$ cat src/rtl/control_sequencer.sv
// Hardwired control unit for CPU_Datapath. It sequences instruction fetch (T0-T2)
// and register-format execute (T3-T6). Outputs are decoded from the current state
// and the IR value returned by the datapath. Only the state is registered.
module control_sequencer #(
  parameter int NREGS = 16,
  parameter int OPW   = 5
) (
  input  logic             clk,
  input  logic             clr,
  input  logic [31:0]      IR,
  output logic [NREGS-1:0] Rin,
  output logic [NREGS-1:0] Rout,
  output logic             PCout,
  output logic             PCin,
  output logic             IncPC,
  output logic             MARin,
  output logic             MDRin,
  output logic             MDRout,
  output logic             Read,
  output logic             IRin,
  output logic             Yin,
  output logic             Zin,
  output logic             ZLOin,
  output logic             ZHIin,
  output logic             ZLOout,
  output logic             ZHIout,
  output logic             HIin,
  output logic             Loin,
  output logic [OPW-1:0]   ALUSelection,
  output logic             Run
);

  typedef enum logic [3:0] {
    S_RESET, S_T0, S_T1, S_T2, S_T3, S_T4, S_T5, S_T6, S_HALT
  } state_t;

  // Instruction classes that share the same execute sequence
  typedef enum logic [2:0] {
    CLS_NOP, CLS_ALU, CLS_MULDIV, CLS_UNARY, CLS_HALT
  } op_class_t;

  state_t     state, state_next;
  op_class_t  op_class;

  logic [OPW-1:0] op;
  logic [3:0]     ra, rb, rc;
  logic           unused_ir;

  assign op        = IR[31 -: OPW];
  assign ra        = IR[26:23];
  assign rb        = IR[22:19];
  assign rc        = IR[18:15];
  // The low IR bits carry immediates that register-format instructions ignore
  assign unused_ir = ^IR[14:0];

  function automatic logic [NREGS-1:0] onehot(input logic [3:0] idx);
    onehot = NREGS'(1) << idx;
  endfunction

  // Opcode to execute-class decode; anything unrecognised behaves as nop
  always_comb begin
    op_class = CLS_NOP;
    case (op)
      OPW'(5'b00011), OPW'(5'b00100), OPW'(5'b00101), OPW'(5'b00110),
      OPW'(5'b00111), OPW'(5'b01000), OPW'(5'b01001), OPW'(5'b01010),
      OPW'(5'b01011):                  op_class = CLS_ALU;
      OPW'(5'b01111), OPW'(5'b10000):  op_class = CLS_MULDIV;
      OPW'(5'b10001), OPW'(5'b10010):  op_class = CLS_UNARY;
      OPW'(5'b11011):                  op_class = CLS_HALT;
      default:                         op_class = CLS_NOP;
    endcase
  end

  // State register; clr returns to RESET from any state, even mid-instruction
  // NOTE: sequential state uses non-blocking (<=) so every flop samples pre-edge values.
  always_ff @(posedge clk) begin
    if (clr) state <= S_RESET;
    else     state <= state_next;
  end

  // Next-state and control-output decode from state and IR
  // NOTE: every output gets a default first so no path through the case infers a latch.
  always_comb begin
    state_next   = state;
    Rin          = '0;
    Rout         = '0;
    PCout        = 1'b0;
    PCin         = 1'b0;
    IncPC        = 1'b0;
    MARin        = 1'b0;
    MDRin        = 1'b0;
    MDRout       = 1'b0;
    Read         = 1'b0;
    IRin         = 1'b0;
    Yin          = 1'b0;
    Zin          = 1'b0;
    ZLOin        = 1'b0;
    ZHIin        = 1'b0;
    ZLOout       = 1'b0;
    ZHIout       = 1'b0;
    HIin         = 1'b0;
    Loin         = 1'b0;
    ALUSelection = '0;
    Run          = 1'b1;

    case (state)
      S_RESET: begin
        Run        = 1'b0;
        state_next = S_T0;
      end
      S_T0: begin
        PCout = 1'b1; MARin = 1'b1; IncPC = 1'b1; Zin = 1'b1; ZLOin = 1'b1;
        state_next = S_T1;
      end
      S_T1: begin
        ZLOout = 1'b1; PCin = 1'b1; Read = 1'b1; MDRin = 1'b1;
        state_next = S_T2;
      end
      S_T2: begin
        MDRout = 1'b1; IRin = 1'b1;
        case (op_class)
          CLS_HALT: state_next = S_HALT;
          CLS_NOP:  state_next = S_T0;
          default:  state_next = S_T3;
        endcase
      end
      S_T3: begin
        state_next = S_T4;
        case (op_class)
          CLS_ALU:    begin Rout = onehot(rb); Yin = 1'b1; end
          CLS_MULDIV: begin Rout = onehot(ra); Yin = 1'b1; end
          CLS_UNARY: begin
            Rout = onehot(rb); ALUSelection = op; Zin = 1'b1; ZLOin = 1'b1;
          end
          default:    state_next = S_T0;
        endcase
      end
      S_T4: begin
        state_next = S_T5;
        case (op_class)
          CLS_ALU: begin
            Rout = onehot(rc); ALUSelection = op; Zin = 1'b1; ZLOin = 1'b1;
          end
          CLS_MULDIV: begin
            Rout = onehot(rb); ALUSelection = op; Zin = 1'b1; ZLOin = 1'b1; ZHIin = 1'b1;
          end
          CLS_UNARY: begin
            ZLOout = 1'b1; Rin = onehot(ra); state_next = S_T0;
          end
          default:    state_next = S_T0;
        endcase
      end
      S_T5: begin
        state_next = S_T0;
        case (op_class)
          CLS_ALU:    begin ZLOout = 1'b1; Rin = onehot(ra); end
          CLS_MULDIV: begin ZLOout = 1'b1; Loin = 1'b1; state_next = S_T6; end
          default:    ;
        endcase
      end
      S_T6: begin
        ZHIout = 1'b1; HIin = 1'b1;
        state_next = S_T0;
      end
      S_HALT: begin
        Run = 1'b0;
      end
      default: begin
        Run        = 1'b0;
        state_next = S_RESET;
      end
    endcase
  end

endmodule

$ cat config.mk
export PLATFORM = sky130hd
export DESIGN_NAME = control_sequencer
export DESIGN_NICKNAME = d
export VERILOG_FILES = /design/src/rtl/control_sequencer.sv
export SDC_FILE = /design/constraint.sdc
export NUM_CORES = 1
export LEC_CHECK = 0
export CAP_MARGIN = 15
export CORE_MARGIN = 2
export CORE_UTILIZATION = 41
export DETAILED_ROUTE_END_ITERATION = 8
export PLACE_DENSITY = 0.88
export SETUP_SLACK_MARGIN = 0.02
export SYNTH_ARGS = -nofsm -noshare
export SYNTH_HDL_FRONTEND = slang
export SYNTH_SLANG_ARGS = --single-unit
$ cat constraint.sdc
create_clock -name clk -period 7.2 [get_ports clk]
set_input_delay 1.8 -clock clk [delete_from_list [all_inputs] [get_ports clk]]
set_output_delay 1.8 -clock clk [all_outputs]
set_load 0.05 [all_outputs]
==> results.cfg <==
[timing]
skew_ns = 0.00226
fin_crit_ns = 6.60
rsz0062_at_grt = no
holdWs_ns = 0.622
final-setup-viol-count = 0
min_period_over_period_pct = 91.7
tns_ns = 0
max_freq_mhz = 152
worst_slew_pin_slew_ns = 0.515
final_hold_viol_count = 0
slew_headroom_pct = 65.5
slew_viol_final = 0

[floorplanning]
dieHeight_um = 62.6
die_x_um = 62.6
core-area_um2 = 3310
rows = 21
ios = 88
die-area_um2 = 3920
start_util_pct = 42.6

[logic_synthesis]
syn_inst = 229
synth.avg_cell_area_um2 = 6.15
ys_ff_latch = 4
async_flop_share_pct = 0
ys_types = 46
seq_area_frac_synth_pct = 5.68
synth_edf_count = 0
synth_area_um2 = 1410
syn-num-nets = 265
synth_ff_type = dfxtp_1
yosysWarnings = 0

[worst_setup_path]
crit_end = Rin[15]
required_ns = 5.40
max_stage_delay_ns = 0.81
worst-path-buf-inv = 2
rr_worst_depth = 4
regToRegSetupSlack_ns = 5.34
end_kind = output port
cp.depth = 8
cp_common_cell = clkdlybuf4s50_1
start_kind = input port
slowest_stage = clkdlybuf4s50_1
reg2reg_to = state[0]
cp_max_fo = 8
criticalPathCategory = in2out
cp-startpoint = IR[27]
path_cells = clkdlybuf4s50_1 > ha_1 > and4b_1 > or3_1 > a211oi_2 > nand3_1 > nor2_1 > clkdlybuf4s50_1
crit_arrival_ns = 4.80
cp_top_family = buffers and inverters
r2r_start = state[2]

[grt]
grt_pass1_vias = 1620
grt_overflow = 0
grt_usage_pct = 23.1
grt_pass1_wl_um = 7650
grt_max_degree = 18
antenna_found_initial = 0

[pwr]
p_comb_share_pct = 63.8
clockPowerShare_pct = 18.5
p_sw_uw = 72.3
power.leakage_uw = 0.000660
ir_drop_mv = 0.0313
p_sw_share_pct = 48.4
power_density_nw_per_um2 = 71.6
p_int_uw = 77.0
seq_power_share_pct = 17.7

[route]
postRouteWirelength_um = 4680
dr.pass1.iters = 5
drcViolationCount = 0
ant_nets = 0
drtIter0Drc = 177
avgViaCountPerCell = 5.98
wl_per_cell_um = 14.3
routed-via-count = 1957

[finish]
diodes = 0
drive_gt1_share_pct = 6.41
syn_to_final_growth_pct = 48.0
largest_register = state
final_cells = 327
final_nets = 319
largest_registers = state: 4 flops
largest_reg_flops = 4

[clock_network]
cts_buffers = 3
clk_pin_slew_ns = 0.03
post_cts_buffers = 0
cts.sinks = 4
clk_latency_ns = 0.23
root_buffer = clkbuf_4
ctsHoldBuffers = 0
clock_path_buffers = 2
cts_tree = yes
post_cts.resized_instances = 0
htreeDepth = 1

[place]
gp_congestion = 0.931
hpwl_um = 3610
placed_cells = 324
io_buffers = 72

[worst_hold_path]
holdPathStages = 1
hp-class = reg2reg

[status]
status = finished, final reports clean

[job]
maxCapViolations = 0
## layer usage
metal | vias up | routed length (um) | part of all wire [%] | track usage [%]
met5 | - | 0 | 0 | 0
met3 | 6 | 336 | 7.2 | 3.78
met4 | 0 | 15 | 0.32 | 4.17
met1 | 901 | 2010 | 43 | 29.2
li1 | 954 | - | - | -
met2 | 96 | 2320 | 50 | 41.4
## final cells by class
type                            count  area [um2]
Fill cell                         330        1220
Multi-Input combinational cell    196        1170
Timing Repair Buffer               74         736
Sequential cell                     4        80.1
Tap cell                           46        57.6
Clock buffer                        3        22.5
Inverter                            4        15.0
## worst min-delay path by stage
stage / to / startpoint
final: state[0] / state[0]
after global routing: state[0] / state[0]
after CTS: state[0] / state[0]
after detailed placement: state[3] / state[3]
after global placement: state[3] / state[3]
after floorplan: state[2] / state[1]
## cells in the final DEF, fill, tap and decap left out, types with 2 or more instances in the layout
cell type,synthesis,final
a211oi_2,2,2
a21o_1,2,2
a21oi_1,7,7
a22oi_1,3,3
a32oi_1,4,4
and3_1,5,5
buf_4,8,2
clkbuf_4,0,3
clkdlybuf4s50_1,0,72
dfxtp_1,4,4
ha_1,2,2
inv_1,4,4
nand2_1,37,37
nand2b_1,10,10
nand3_1,6,6
nand4_1,2,2
nand4b_1,3,3
nor2_1,29,29
nor2b_1,8,8
nor3_1,9,9
nor3b_1,4,4
nor4_1,4,4
o21ai_0,7,7
o21ai_1,2,2
o221ai_1,11,11
o22ai_1,11,11
o32ai_1,4,4
or2_2,5,5
or3_1,4,4
## synth_stat cells, types with 5 or more instances
cell	number	area share, %
nand3_1	6	2.1
or2_2	5	2.2
nor2_1	29	7.7
nor3_1	9	3.2
nand2b_1	10	4.4
o22ai_1	11	4.9
and3_1	5	2.2
buf_4	8	4.3
o21ai_0	7	2.5
nor2b_1	8	3.6
o221ai_1	11	6.8
a21oi_1	7	2.5
buf_2	6	2.1
clkbuf_1	9	2.4
nand2_1	37	9.9
## per-stage QoR
stage,total power (uW),worst slack [ns],cell area [um2],utilization (%)
detailed placement,121,0.618,2060,62.3
floorplan,95.6,1.13,1410,-
global route,159,0.468,2090,63.0
finish,149,0.600,2090,63.0
CTS,150,0.615,2090,63.0
global placement,120,0.628,2060,62.3
## kinds of logic after synthesis
group                      share of synthesized area [%]
DFF                                                 5.68
AOI/OAI and AO/OA                                   30.9
buffers and inverters                               10.9
xor gates and xnor gates                           0.622
and+or+nand+nor                                     50.1
adders and majority gates                           1.78
## power groups by stage
stage / combinational [uW] / clock (uW) / sequential, uW
after CTS: 94.8 / 29.1 / 26.3
after detailed placement: 94.6 / 0 / 26.7
after global routing: 102 / 30.7 / 26.7
final: 95.3 / 27.6 / 26.4
after floorplan: 71.6 / 0 / 24.0
after global placement: 93.3 / 0 / 26.7
Note: power is estimated with default switching activity, not from simulation.
